### config.mk
export PLATFORM = sky130hd
export DESIGN_NAME = conv_window_fetch
export DESIGN_NICKNAME = d
export VERILOG_FILES = /design/src/rtl/conv_window_fetch.sv
export SDC_FILE = /design/constraint.sdc
export NUM_CORES = 1
export LEC_CHECK = 0
export CAP_MARGIN = 10
export CORE_MARGIN = 2
export CORE_UTILIZATION = 52
export CTS_CLUSTER_DIAMETER = 200
export DETAILED_ROUTE_END_ITERATION = 7
export PLACE_DENSITY = 0.86
export SYNTH_ARGS = -nofsm -noshare
export SYNTH_HDL_FRONTEND = slang
export SYNTH_SLANG_ARGS = --single-unit
### constraint.sdc
create_clock -name clk -period 4.3 [get_ports clk]
set_input_delay 0.86 -clock clk [delete_from_list [all_inputs] [get_ports clk]]
set_output_delay 0.86 -clock clk [all_outputs]
set_load 0.02 [all_outputs]
### src/rtl/conv_window_fetch.sv
`default_nettype none
// ============================================================================
// Module      : conv_window_fetch
// Description : Read-only requester for one port of the shared memory
//               arbiter. On start, fetches a KxK pixel window from a
//               row-major image (one word per request, row-major order) and
//               presents it as a registered parallel vector to the MAC/PE
//               stage.
// Ports       : clk, rst         - clock, synchronous active-high reset
//               start            - begin a fetch (honoured only when idle)
//               base_addr        - address of window element (0,0)
//               row_stride       - address distance between window rows
//               busy / done      - fetch in progress / one-cycle completion
//               window_valid     - window contents complete (sticky)
//               window_data      - element (r,c) at [(r*K+c)*DW +: DW]
//               mem_w, mem_sel, mem_ready, mem_addr, mem_rdata
//                                - arbiter port handshake and buses
// Revision    : 1.0 - initial release
// ============================================================================
module conv_window_fetch #(
    parameter int ADDR_WIDTH    = 16,
    parameter int DATABUS_WIDTH = 32,
    parameter int K             = 3
) (
    input  logic                            clk,
    input  logic                            rst,
    input  logic                            start,
    input  logic [ADDR_WIDTH-1:0]           base_addr,
    input  logic [ADDR_WIDTH-1:0]           row_stride,
    output logic                            busy,
    output logic                            done,
    output logic                            window_valid,
    output logic [K*K*DATABUS_WIDTH-1:0]    window_data,
    output logic                            mem_w,
    output logic                            mem_sel,
    input  logic                            mem_ready,
    output logic [ADDR_WIDTH-1:0]           mem_addr,
    input  logic [DATABUS_WIDTH-1:0]        mem_rdata
);

    localparam int NUM_ELEM = K * K;
    localparam int IDX_W    = (K > 1) ? $clog2(K) : 1;
    localparam int ELEM_W   = (NUM_ELEM > 1) ? $clog2(NUM_ELEM) : 1;

    localparam logic [IDX_W-1:0]  c_LAST_COL  = IDX_W'(K - 1);
    localparam logic [ELEM_W-1:0] c_LAST_ELEM = ELEM_W'(NUM_ELEM - 1);

    localparam logic [1:0] S_IDLE    = 2'd0;
    localparam logic [1:0] S_REQ     = 2'd1;
    localparam logic [1:0] S_RELEASE = 2'd2;
    localparam logic [1:0] S_DONE    = 2'd3;

    logic [1:0]                     r_state;
    logic [IDX_W-1:0]               r_row;
    logic [IDX_W-1:0]               r_col;
    logic [ELEM_W-1:0]              r_elem;      // r*K+c, tracked alongside r/c
    logic [ADDR_WIDTH-1:0]          r_stride;
    logic [ADDR_WIDTH-1:0]          r_row_base;  // base + r*stride
    logic [ADDR_WIDTH-1:0]          r_addr;      // row_base + c
    logic                           r_sel;
    logic                           r_busy;
    logic                           r_done;
    logic                           r_valid;
    logic [K*K*DATABUS_WIDTH-1:0]   r_window;

    // Outputs are all taken straight from registers; the next-state values of
    // sel/busy/done are computed alongside each state transition.
    always_ff @(posedge clk) begin
        if (rst) begin
            r_state    <= S_IDLE;
            r_row      <= '0;
            r_col      <= '0;
            r_elem     <= '0;
            r_stride   <= '0;
            r_row_base <= '0;
            r_addr     <= '0;
            r_sel      <= 1'b0;
            r_busy     <= 1'b0;
            r_done     <= 1'b0;
            r_valid    <= 1'b0;
            r_window   <= '0;
        end else begin
            r_done <= 1'b0;
            case (r_state)
                S_IDLE: begin
                    if (start) begin
                        r_stride   <= row_stride;
                        r_row_base <= base_addr;
                        r_addr     <= base_addr;
                        r_row      <= '0;
                        r_col      <= '0;
                        r_elem     <= '0;
                        r_valid    <= 1'b0;
                        r_sel      <= 1'b1;
                        r_busy     <= 1'b1;
                        r_state    <= S_REQ;
                    end
                end
                S_REQ: begin
                    if (mem_ready) begin
                        r_window[32'(r_elem) * DATABUS_WIDTH +: DATABUS_WIDTH] <= mem_rdata;
                        r_sel   <= 1'b0;
                        r_state <= S_RELEASE;
                    end
                end
                S_RELEASE: begin
                    // Waiting for ready to fall keeps a single long ready
                    // level from being taken as a second grant.
                    if (!mem_ready) begin
                        if (r_elem == c_LAST_ELEM) begin
                            r_valid <= 1'b1;
                            r_done  <= 1'b1;
                            r_state <= S_DONE;
                        end else begin
                            r_elem  <= r_elem + 1'b1;
                            r_sel   <= 1'b1;
                            r_state <= S_REQ;
                            if (r_col == c_LAST_COL) begin
                                r_col      <= '0;
                                r_row      <= r_row + 1'b1;
                                r_row_base <= r_row_base + r_stride;
                                r_addr     <= r_row_base + r_stride;
                            end else begin
                                r_col  <= r_col + 1'b1;
                                r_addr <= r_addr + 1'b1;
                            end
                        end
                    end
                end
                S_DONE: begin
                    r_busy  <= 1'b0;
                    r_state <= S_IDLE;
                end
                default: begin
                    r_sel   <= 1'b0;
                    r_busy  <= 1'b0;
                    r_state <= S_IDLE;
                end
            endcase
        end
    end

    assign busy         = r_busy;
    assign done         = r_done;
    assign window_valid = r_valid;
    assign window_data  = r_window;
    assign mem_w        = 1'b0;
    assign mem_sel      = r_sel;
    assign mem_addr     = r_addr;

endmodule
`default_nettype wire

==> impl_metrics.env <==
export IMPL_fin_skew_ns=0.0105
export IMPL_final_cells=2487
export IMPL_die_height_um=168
export IMPL_antenna_found_initial=0
export IMPL_grt_use_total_pct=33.3
export IMPL_cap_violations=0
export IMPL_path_class="flop to flop"
export IMPL_synth_edf_count=0
export IMPL_drt_iter0_markers=1429
export IMPL_layout_commonest_cell="nand2_1"
export IMPL_synth_seq_cells=348
export IMPL_status="finished, final reports clean"
export IMPL_fmax_ghz=0.301
export IMPL_row_count=60
export IMPL_dp_final_hpwl_um=32900
export IMPL_hold_violations=0
export IMPL_maxSlewViolCount=0
export IMPL_core_area_um2=26700
export IMPL_grt_pass1_vias=13673
export IMPL_post_route_util_pct=71.3
export IMPL_synth_top_cell_area_share_pct=49.6
export IMPL_cp_end_kind="flop"
export IMPL_drc_errors=0
export IMPL_viasPerCell=5.81
export IMPL_ant_nets=0
export IMPL_crit_required_ns=4.75
export IMPL_cpMaxStageDelayCell="dfxtp_2"
export IMPL_power_density_nw_per_um2=376
export IMPL_drt_pass1_iterations=5
export IMPL_period_needed_ns=3.32
export IMPL_slowest_delay_ns=0.88
export IMPL_synthArstFlopShare_pct=0
export IMPL_numCtsBuffers=37
export IMPL_slew_headroom_pct=22.7
export IMPL_nNetsFinal=2209
export IMPL_synthesis_area_um2=14000
export IMPL_place_port_buffers=375
export IMPL_start_util_pct=52.5
export IMPL_tightest_slew_ns=1.16
export IMPL_crit_chain="nor3_1 > ha_1 > and3b_1 > and3_1 > nand3_4 > nor2_1 > a21oi_1 > nor2_1"
export IMPL_fill_cells=2000
export IMPL_synthesis_nets=1913
export IMPL_grt_first_pass_wirelength_um=75300
export IMPL_rsz0062_at_grt="no"
export IMPL_crit_top_cell="nor2_1"
export IMPL_syn_area_per_cell_um2=7.69
export IMPL_multi_input_comb_area_um2=6470
export IMPL_wl_per_cell_um=19.8
export IMPL_place_gp_congestion=0.899
export IMPL_layout_common_cells="nand2_1, clkdlybuf4s50_1, a21oi_1, dfxtp_1, nor2_1"
export IMPL_cp_data_arrival_time_ns=3.77
export IMPL_placed_cells=2423
export IMPL_clkSinkCount=348
export IMPL_yosys_warnings=0
export IMPL_die_w_um=168
export IMPL_start_kind="flop"
export IMPL_post_cts_buffers=0
export IMPL_seq_area_frac_synth_pct=49.6
export IMPL_grt_start_max_net_pins=112
export IMPL_cp_top_family="simple AND/OR/NAND/NOR gates"
export IMPL_place_area_um2=17800
export IMPL_fin_area_um2=19100
export IMPL_hp_class="flop to flop"
export IMPL_n_antenna_cell=0
export IMPL_ys_types=60
export IMPL_overflow=0
export IMPL_area_growth_pct=35.7
export IMPL_worst_path_max_fanout=64
export IMPL_ys_flop_type="dfxtp_1"
export IMPL_power_mw=7.16
export IMPL_ios=377
export IMPL_vias=14456
export IMPL_post_cts_resized=0
export IMPL_cp_num_buf_inv=0
export IMPL_cts_tree="yes"
export IMPL_synthTopCellsByArea="dfxtp_1, a21oi_1, nand2_1, nor2_1, nor3_1"
export IMPL_period_share_pct=77.2
export IMPL_cts_root_buf="clkbuf_16"
export IMPL_final_seq_area_um2=6970
export IMPL_cts_max_path_buffers=3
export IMPL_die_area_um2=28300
export IMPL_h_tree_depth=2
export IMPL_leakage_nw=6.62
export IMPL_path_clk_slew_ns=0.06
export IMPL_final_setup_viol_count=0
export IMPL_postCtsHoldBufs=0
export IMPL_fin_setup_tns_ns=0
export IMPL_clk_latency_ns=0.51
export IMPL_peakVddDrop_mv=0.269
export IMPL_wl_um=49200
export IMPL_yosys_area_top_type="dfxtp_1"
export IMPL_syn_inst=1825
export IMPL_final_layout_size_suffix_gt1_share_pct=4.85
[layout make-up]
class | instances | share of cell area, %
clock buffer | 53 | 5.70
timing repair buffer | 396 | 20.7
tap | 341 | 2.24
sequential | 348 | 36.6
clock inverter | 11 | 0.722
inverter | 5 | 0.0985
multi-input combinational | 1333 | 34.0
[per-layer routing]
metal	share of wire, %	vias up	routed length (um)	track usage (%)
li1	-	6698	-	-
met1	37	6772	18300	39.9
met2	46	818	22700	53.5
met3	11	168	5520	11.2
met4	5.6	0	2740	16.9
met5	0	-	0	0
[Yosys cell counts, types with 3 or more instances]
library cell	n
nand2_1	429
a21oi_1	348
dfxtp_1	348
nor2_1	251
clkbuf_1	84
nor3_1	78
nand3_1	43
buf_2	41
ha_1	19
xnor2_1	16
o21ai_0	15
a311oi_1	14
xor2_1	12
and3_1	10
o211ai_1	8
buf_4	7
nand4_1	7
a31oi_1	6
a211oi_1	5
a21o_1	5
and4_1	5
buf_1	5
inv_1	5
nand2b_1	5
nor4_1	4
and2_1	3
nor2b_1	3
o22ai_1	3
[cell families after synthesis]
| group | synth area share [%] |
|---|---|
| other | 0.0267 |
| XOR/XNOR | 1.86 |
| adder cells (fa/ha/maj) | 1.84 |
| AO/OA/AOI/OAI | 16.5 |
| flip-flops | 49.6 |
| buffers and inverters | 4.42 |
| multiplexers | 0.223 |
| AND/OR/NAND/NOR | 25.5 |
[registers in the layout, summed over array words and instances (netlist names)]
register,flops
r_state,2
r_stride,16
r_col,2
r_elem,4
busy,1
done,1
r_row_base,16
mem_addr,16
mem_sel,1
window_data,288
window_valid,1
[worst min-delay path, delay by kind of cell, from the launching register on]
| family | cells | cell delay [ns] |
|---|---|---|
| AO/OA/AOI/OAI | 1 | 0.05 |
| flip-flops | 1 | 0.31 |
| AND/OR/NAND/NOR | 1 | 0.05 |
[report_power, final]
group / switching (mW) / total [mW] / internal, mW
combinational: 0.360 / 0.584 / 0.223
clock: 1.31 / 3.24 / 1.93
sequential: 0.0524 / 3.33 / 3.28
total: 1.72 / 7.16 / 5.44
[path summary, 6_finish.rpt]
kind	slack, ns	cells past startpoint	startpoint	endpoint
worst max-delay path	0.98	8	r_elem[0]$_SDFFE_PP0P_	window_data[39]$_SDFFE_PP0P_
worst min-delay path	0.45	2	window_data[279]$_SDFFE_PP0P_	window_data[279]$_SDFFE_PP0P_
worst max register to register	0.98	8	r_elem[0]$_SDFFE_PP0P_	window_data[39]$_SDFFE_PP0P_
worst min register to register	0.45	2	window_data[279]$_SDFFE_PP0P_	window_data[279]$_SDFFE_PP0P_
[metrics by stage]
stage                     setup slack (ns)  hold slack [ns]
after global routing                 0.742            0.468
after floorplan                       1.71            0.440
after global placement               0.947            0.438
final                                0.981            0.449
after detailed placement             0.839            0.444
after CTS                             1.03            0.451
Note: power is estimated with default switching activity, not from simulation.
